**config.mk**
```make
export PLATFORM = sky130hd
export DESIGN_NAME = slc3_mem_responder
export DESIGN_NICKNAME = d
export VERILOG_FILES = /design/src/rtl/slc3_mem_responder.sv
export SDC_FILE = /design/constraint.sdc
export NUM_CORES = 2
export LEC_CHECK = 0
export ABC_CLOCK_PERIOD_IN_PS = 5290
export BUFFER_PORTS_ARGS = -buffer_cell sky130_fd_sc_hd__buf_2
export CAP_MARGIN = 20
export CELL_PAD_IN_SITES_DETAIL_PLACEMENT = 0
export CELL_PAD_IN_SITES_GLOBAL_PLACEMENT = 1
export CORE_MARGIN = 1
export CORE_UTILIZATION = 37
export CTS_BUF_LIST = sky130_fd_sc_hd__clkbuf_4 sky130_fd_sc_hd__clkbuf_8
export DETAILED_ROUTE_END_ITERATION = 8
export PLACE_DENSITY = 0.66
export SYNTH_ARGS = -nofsm -noshare
export SYNTH_HDL_FRONTEND = slang
export SYNTH_SLANG_ARGS = --single-unit
```
**constraint.sdc**
```tcl
create_clock -name Clk -period 5.29 [get_ports Clk]
set_input_delay 0.7935 -clock Clk [delete_from_list [all_inputs] [get_ports Clk]]
set_output_delay 0.7935 -clock Clk [all_outputs]
set_load 0.01 [all_outputs]
```
**src/rtl/slc3_mem_responder.sv**
```systemverilog
// Memory-side responder for the SLC-3 MAR/MDR interface: word RAM plus one
// memory-mapped I/O word (switches in, hex display out), with fixed wait states.
module slc3_mem_responder #(
    parameter int ADDR_W      = 8,
    parameter int WAIT_CYCLES = 2
) (
    input  logic        Clk,
    input  logic        Reset,
    input  logic        MEM_OE,
    input  logic        MEM_WE,
    input  logic [15:0] ADDR,
    input  logic [15:0] Data_from_CPU,
    input  logic [15:0] SW,
    output logic [15:0] Data_to_CPU,
    output logic        R,
    output logic        BUSY,
    output logic [15:0] HEX_Data
);

    localparam logic [15:0] IO_ADDR   = 16'hFFFF;
    localparam logic [3:0]  WAIT_INIT = 4'(WAIT_CYCLES);

    typedef enum logic [1:0] {S_IDLE, S_WAIT, S_DONE, S_HOLD} state_t;

    state_t      state, state_nxt;
    logic [3:0]  cnt, cnt_nxt;
    logic        req, accept, commit;

    logic [15:0] lat_addr, lat_data;
    logic        lat_wr;
    logic [15:0] cur_addr, cur_data;
    logic        cur_wr, cur_io;
    logic [15:0] rd_word;

    logic [15:0] mem [2**ADDR_W];

    assign req = MEM_OE | MEM_WE;

    always_ff @(posedge Clk or posedge Reset) begin
        if (Reset) begin
            state <= S_IDLE;
            cnt   <= 4'd0;
        end else begin
            state <= state_nxt;
            cnt   <= cnt_nxt;
        end
    end

    always_comb begin
        state_nxt = state;
        cnt_nxt   = cnt;
        accept    = 1'b0;
        commit    = 1'b0;
        case (state)
            S_IDLE: begin
                if (req) begin
                    accept = 1'b1;
                    if (WAIT_CYCLES == 0) begin
                        state_nxt = S_DONE;
                        commit    = 1'b1;
                    end else begin
                        state_nxt = S_WAIT;
                        cnt_nxt   = WAIT_INIT;
                    end
                end
            end
            S_WAIT: begin
                cnt_nxt = cnt - 4'd1;
                if (cnt == 4'd1) begin
                    state_nxt = S_DONE;
                    commit    = 1'b1;
                end
            end
            S_DONE:  state_nxt = req ? S_HOLD : S_IDLE;
            S_HOLD:  if (!req) state_nxt = S_IDLE;
            default: state_nxt = S_IDLE;
        endcase
    end

    // With zero wait states the commit happens on the accepting edge, so the
    // live request inputs stand in for the not-yet-latched copies.
    assign cur_addr = (state == S_IDLE) ? ADDR : lat_addr;
    assign cur_data = (state == S_IDLE) ? Data_from_CPU : lat_data;
    assign cur_wr   = (state == S_IDLE) ? (MEM_WE & ~MEM_OE) : lat_wr;
    assign cur_io   = (cur_addr == IO_ADDR);
    assign rd_word  = cur_io ? SW : mem[cur_addr[ADDR_W-1:0]];

    always_ff @(posedge Clk) begin
        if (accept) begin
            lat_addr <= ADDR;
            lat_data <= Data_from_CPU;
            lat_wr   <= MEM_WE & ~MEM_OE;
        end
    end

    // RAM is never reset; the Reset gate keeps a request held through reset
    // from writing when WAIT_CYCLES is zero.
    always_ff @(posedge Clk) begin
        if (commit && !Reset && cur_wr && !cur_io)
            mem[cur_addr[ADDR_W-1:0]] <= cur_data;
    end

    always_ff @(posedge Clk or posedge Reset) begin
        if (Reset) begin
            Data_to_CPU <= 16'h0000;
            HEX_Data    <= 16'h0000;
        end else if (commit) begin
            if (!cur_wr)
                Data_to_CPU <= rd_word;
            else if (cur_io)
                HEX_Data <= cur_data;
        end
    end

    assign R    = (state == S_DONE);
    assign BUSY = (state != S_IDLE);

endmodule
```
**Word level (Yosys, flattened, before mapping)**

Memory sizes are Yosys's and may differ from the RTL's.
Cells that the tools add are included.

- Bits in registers: 71
- Memories: 1
- Bits in writable memories: 4096
- Logic and storage cells: 50

- Add/sub/neg operators: 1
- Bitwise logic cells: 4
- Eq/ne operators: 8
- Reductions and logical operators: 12
- Muxes and demuxes: 17

Memory list:

| name | depth | bits a word | rd ports | clocked after Yosys merged registers in | write ports | RTL line | text |
|---|---|---|---|---|---|---|---|
| mem | 256 | 16 | 1 | 0 | 1 | 35 | `logic [15:0] mem [2**ADDR_W];` |

Operators with widths:

| operator | count |
|---|---|
| $mux W16 | 3 |
| $eq A16 B16 Y1 const B | 1 |
| $mux W2 | 4 |
| $pmux W2 S4 | 1 |
| $pmux W4 S2 | 1 |
| $mux W1 | 7 |
| $ne A2 B2 Y1 const B | 3 |
| $reduce_and A3 Y1 | 2 |
| $eq A2 B2 Y1 const B | 2 |
| $eq A4 B1 Y1 const B | 1 |
| $mux W4 | 1 |
| $reduce_and A2 Y1 | 2 |
| $reduce_bool A2 Y1 | 2 |
| $sub A4 B1 Y4 const B | 1 |
| $logic_and A1 B1 Y1 | 3 |
| $eq A2 B1 Y1 const B | 1 |
| $logic_not A1 Y1 | 2 |
| $logic_not A2 Y1 | 1 |
| $not A1 Y1 | 2 |
| $and A1 B1 Y1 | 1 |
| $or A1 B1 Y1 | 1 |

**Logic depth before layout (Yosys ltp)**

- Depth in word-level cells: 8
- Gate-level depth with buffers: 14

**Least setup slack after synthesis**

No wires, ideal clock.

- Path kind: flip-flop to flip-flop
- Start point: register state[0]
- End point: memory mem[0][10], data pin
- Path buffers: 4
- Clock period less this slack: 5.501 ns
- Path slack: -0.211 ns
- Arrival: 4.676 ns
- Cell stages (with the launch flop): 8
- Cells stage by stage: dfrtp_1 -> nor2_4 -> buf_6 -> buf_2 -> clkbuf_1 -> buf_1 -> nand2_1 -> nand2_1

- Longest elaborated chain between the ends: 2

Ends and longest elaborated chain:

| item | RTL line | text |
|---|---|---|
| start, declared | 25 | `state_t state, state_nxt;` |
| start signal, assigned | 44 | `state <= state_nxt;` |
| $logic_not A2 Y1 | 83 | `assign cur_data = (state == S_IDLE) ? Data_from_CPU : lat_data;` |
| $mux W16 | 83 |  |
| via cur_data[10] | 31 | `logic [15:0] cur_addr, cur_data;` |
| end, declared | 35 |  |

The timed path passes the listed nets, and every way through them passes these cells.

**Worst setup path after layout**

- Start point: register state[1]
- End point: register Data_to_CPU[12]

- Longest elaborated chain between the ends: 4
- Elaborated cells between the ends (all ways): 10
- Those cells by class: eq/ne (2); mux (4); bitwise (1); reduce/logical (2); memory (1)

Ends and longest elaborated chain:

| item | RTL line | text |
|---|---|---|
| $logic_not A2 Y1 | 82, 84 |  |
| $mux W16 / $mux W1 (equally long branches) | 82, 84 |  |
| $mem_v2 Z256 W16 (tied with other cells) | n/a |  |
| $mux W16 / $reduce_and A2 Y1 (equally long branches) | n/a |  |
| end signal, assigned | 109 | `Data_to_CPU <= rd_word;` |
| end, declared | 14 | `output logic [15:0] Data_to_CPU,` |

Several ways; a longest one is shown, not always the timed one.
A chain may end at the register's enable or synchronous reset.

==> results_dict.tcl <==
set metrics [dict create \
    gr-total-overflow 0 \
    skew_ns 0.0715 \
    setup_tns_ns 0 \
    synth_top_family_by_area "compound AO/OA/AOI/OAI gates" \
    max_clock_freq_mhz 189 \
    synth.distinct_cells 52 \
    crit_chain "nor2_4 > buf_4 > o31a_4 > buf_12 > buf_4 > a21oi_1 > o41ai_1 > a41oi_2 > nor4_1 > a21oi_1 > a21o_1" \
    synthSimpleGateAreaFrac_pct 1.16 \
    synth_area_per_cell_um2 17.9 \
    cts_inserted_buffers 663 \
    groute.usage.overall_pct 22.0 \
    synth_compound_area_share_pct 15.4 \
    grt_pass1_vias 89200 \
    clock-sinks 4167 \
    post-cts-setup-buffers 0 \
    fin_nets 9580 \
    status "finished clean" \
    num_vias 91900 \
    initial_core_util_pct 37.2 \
    cts_max_level 6 \
    synthesis.nets 8653 \
    cp_num_buf_inv 3 \
    cp_slowest_cell "o41ai_1" \
    place_ws_ns -0.274 \
    total_power_mw 88.3 \
    slew-limit-headroom_pct 19.1 \
    core_mm2 0.414 \
    drtAntennaViolNets 0 \
    worstSkewPairLatency_ns 1.22 \
    p_leak_nw 55.6 \
    critPathMaxFanout 28 \
    period_needed_ns 5.29 \
    p_per_area_mw_per_mm2 494 \
    die_area_mm2 0.419 \
    yosysSeqAreaShare_pct 81.1 \
    drc_errors 0 \
    path_clk_slew_ns 0.06 \
    synth_edf_count 4129 \
    yosys_warnings 0 \
    wl_per_cell_um 30.6 \
    row_count 236 \
    die_x_um 647 \
    placedCellCount 14300 \
    synth_xor_area_share_pct 0 \
    ys_seq_elements 4167 \
    cts_tree "yes" \
    vdd_drop_max_uv 519 \
    grt_antenna_before_repair 31 \
    cap_violations 0 \
    crit_type "reg2reg" \
    synthToLayoutAreaGrowth_pct 16.1 \
    placement.io_buffers 85 \
    cts_root_buffer "clkbuf_8" \
    post-route-period-util_pct 100 \
    fin_ws_ns 0.00214 \
    n_fill_cell 35900 \
    dr.first_iter.drc_count 12000 \
    rsz0062_at_grt "false" \
    cp.arrival_ns 6.38 \
    tightest_slew_ns 1.20 \
    gp_congestion 0.893 \
    cts_max_path_buffers 4 \
    crit_family "compound AO/OA/AOI/OAI gates" \
    first_pass_iters 6 \
    worst_path_largest_cell_delay_ns 0.86 \
    die_y_um 647 \
    hold_viol 0 \
    drive_above_1_share_pct 19.9 \
    syn-cell-area_mm2 0.154 \
    synthArstFlopShare_pct 0.912 \
    final_max_slew_viol_count 0 \
    synth-main-ff-cell "edfxtp_1" \
    dpl.hpwl_um 285000 \
    vias_per_cell 5.92 \
    grt_max_degree 133 \
    drt_wl_total_um 476000 \
    synth_cells 8599 \
    setup_viol 0 \
    min_path_type "in2reg" \
    end_kind "flip-flop" \
    top_level_ports 86 \
    grt_pass1_wl_um 669000 \
    fin_util_pct 43.2 \
    critPathRequiredTime_ns 6.38 \
    synthAdderAreaFrac_pct 0.0162 \
    final_cells 15500 \
    worst_setup_path_start_kind "flip-flop" \
    synth.mux.area_fraction_pct 0.123 \
]
==> final cells by class <==
cell class                 count  area (µm²)  share of cell area (%)
timing repair buffer         905        7770                    4.35
sequential                  4167      125000                    69.9
inverter                       7        26.3                  0.0147
antenna                       27        67.6                  0.0378
tap                         5474        6850                    3.83
clock inverter               254        1660                   0.927
multi-input combinational   3782       26300                    14.7
clock buffer                 925       11200                    6.25
==> synthesized netlist by cell type (5+ instances only) <==
cell,instances,area (µm²)
buf_1,41,154
nor2b_1,6,37.5
nand3_1,12,60.1
o41ai_1,192,1680
a221oi_1,252,2210
a22oi_1,1545,11600
a21oi_1,787,3940
buf_2,317,1590
mux2_2,16,180
a31oi_1,5,31.3
clkbuf_1,170,638
nor4_1,17,106
nand2b_1,8,50.1
nand4_1,7,43.8
nor3_1,6,30.0
edfxtp_1,4129,124000
o21ai_1,17,85.1
buf_4,80,601
a41oi_1,56,490
a22o_1,254,2220
nor2_1,260,976
nand2_1,88,330
buf_6,35,394
o22ai_1,126,788
o21ai_0,73,365
a21o_1,14,105
inv_1,6,22.5
dfrtp_1,38,951
or3_1,5,31.3
==> logic make-up (layout without fill, tap and decap cells) <==
kind of cell,count (synthesis),in the layout
AO/OA/AOI/OAI,3338,3338
adder cells (fa/ha/maj),2,2
other,0,27
buffers and inverters,651,2091
AND/OR/NAND/NOR,424,425
multiplexers,17,17
flip-flops,4167,4167
==> tightest hold or removal path: stages <==
cell	delay, ns
buf_2	0.08
o21ai_0	0.15
a21oi_1	0.16
a21o_1	0.10
==> cells in the final DEF (no fill, tap or decap), drive strengths merged, types with 2 or more instances in the layout <==
master and count:
edfxtp 4129, a22oi 1545, clkbuf 925, buf 863
a21oi 787, nor2 262, a22o 254, a221oi 252
clkinv 201, o41ai 192, o22ai 126, o21ai 93
nand2 88, a41oi 57, dlygate4sd3 42, dfrtp 38
inv 32, diode 27, nor4 17, mux2 16
clkinvlp 15, a21o 14, bufinv 13, nand3 12
nand2b 8, nand4 7, nor3 7, nor2b 6
o21a 6, or3 5, a31oi 5, nand3b 3
o31ai 3, or4b 2, nor3b 2, and3 2
ha 2, nor4b 2
==> where the power goes <==
| part | switching, mW | total (mW) | internal (mW) |
|---|---|---|---|
| sequential | 0.193 | 40.5 | 40.3 |
| combinational | 15.7 | 20.9 | 5.16 |
| clock | 12.6 | 26.9 | 14.3 |
==> flip-flops by register name, indices dropped and copies added, names as in the netlist <==
signal / cells
lat_addr: 16
lat_data: 16
state: 2
Data_to_CPU: 16
mem: 4096
lat_wr: 1
cnt: 4
HEX_Data: 16
==> routing by layer <==
metal	track usage, %	vias up	wire length, µm
li1	-	38200	-
met1	30.1	47700	189000
met2	35.0	5241	224000
met3	4.18	787	45300
met4	8.42	8	18900
met5	0	-	56
==> repair_timing <==
| action | 4_1_cts | 5_1_grt |
|---|---|---|
| hold buffers | 42 | 0 |
| pin swaps | 0 | 1 |
| endpoints found under the setup margin | 3 | 7 |
| cloned | 0 | 1 |
| gates resized for setup | 5 | 5 |
| endpoints found under the hold margin | 79 | 0 |
==> path summary, 6_finish.rpt <==
check | startpoint | end | slack, ns | cells past startpoint
max reg2reg | state[1]$_DFFE_PP0P_ | Data_to_CPU[12]$_DFFE_PP0P_ | 0.002 | 11
max | state[1]$_DFFE_PP0P_ | Data_to_CPU[12]$_DFFE_PP0P_ | 0.002 | 11
min in group asynchronous | Reset | Data_to_CPU[13]$_DFFE_PP0P_ | 0.52 | 4
min reg2reg | Data_to_CPU[3]$_DFFE_PP0P_ | Data_to_CPU[3]$_DFFE_PP0P_ | 0.50 | 1
min | SW[3] | Data_to_CPU[3]$_DFFE_PP0P_ | 0.09 | 4
max in group asynchronous | Reset | HEX_Data[12]$_DFFE_PP0P_ | 4.23 | 4
==> stage by stage <==
step                instance area, µm²  hold slack [ns]
finish                          179000           0.0889
global route                    179000           0.0644
CTS                             179000          0.00371
detailed placement              165000            0.473
floorplan                       154000            0.501
global placement                165000            0.484
Note: power is estimated with default switching activity, not from simulation.
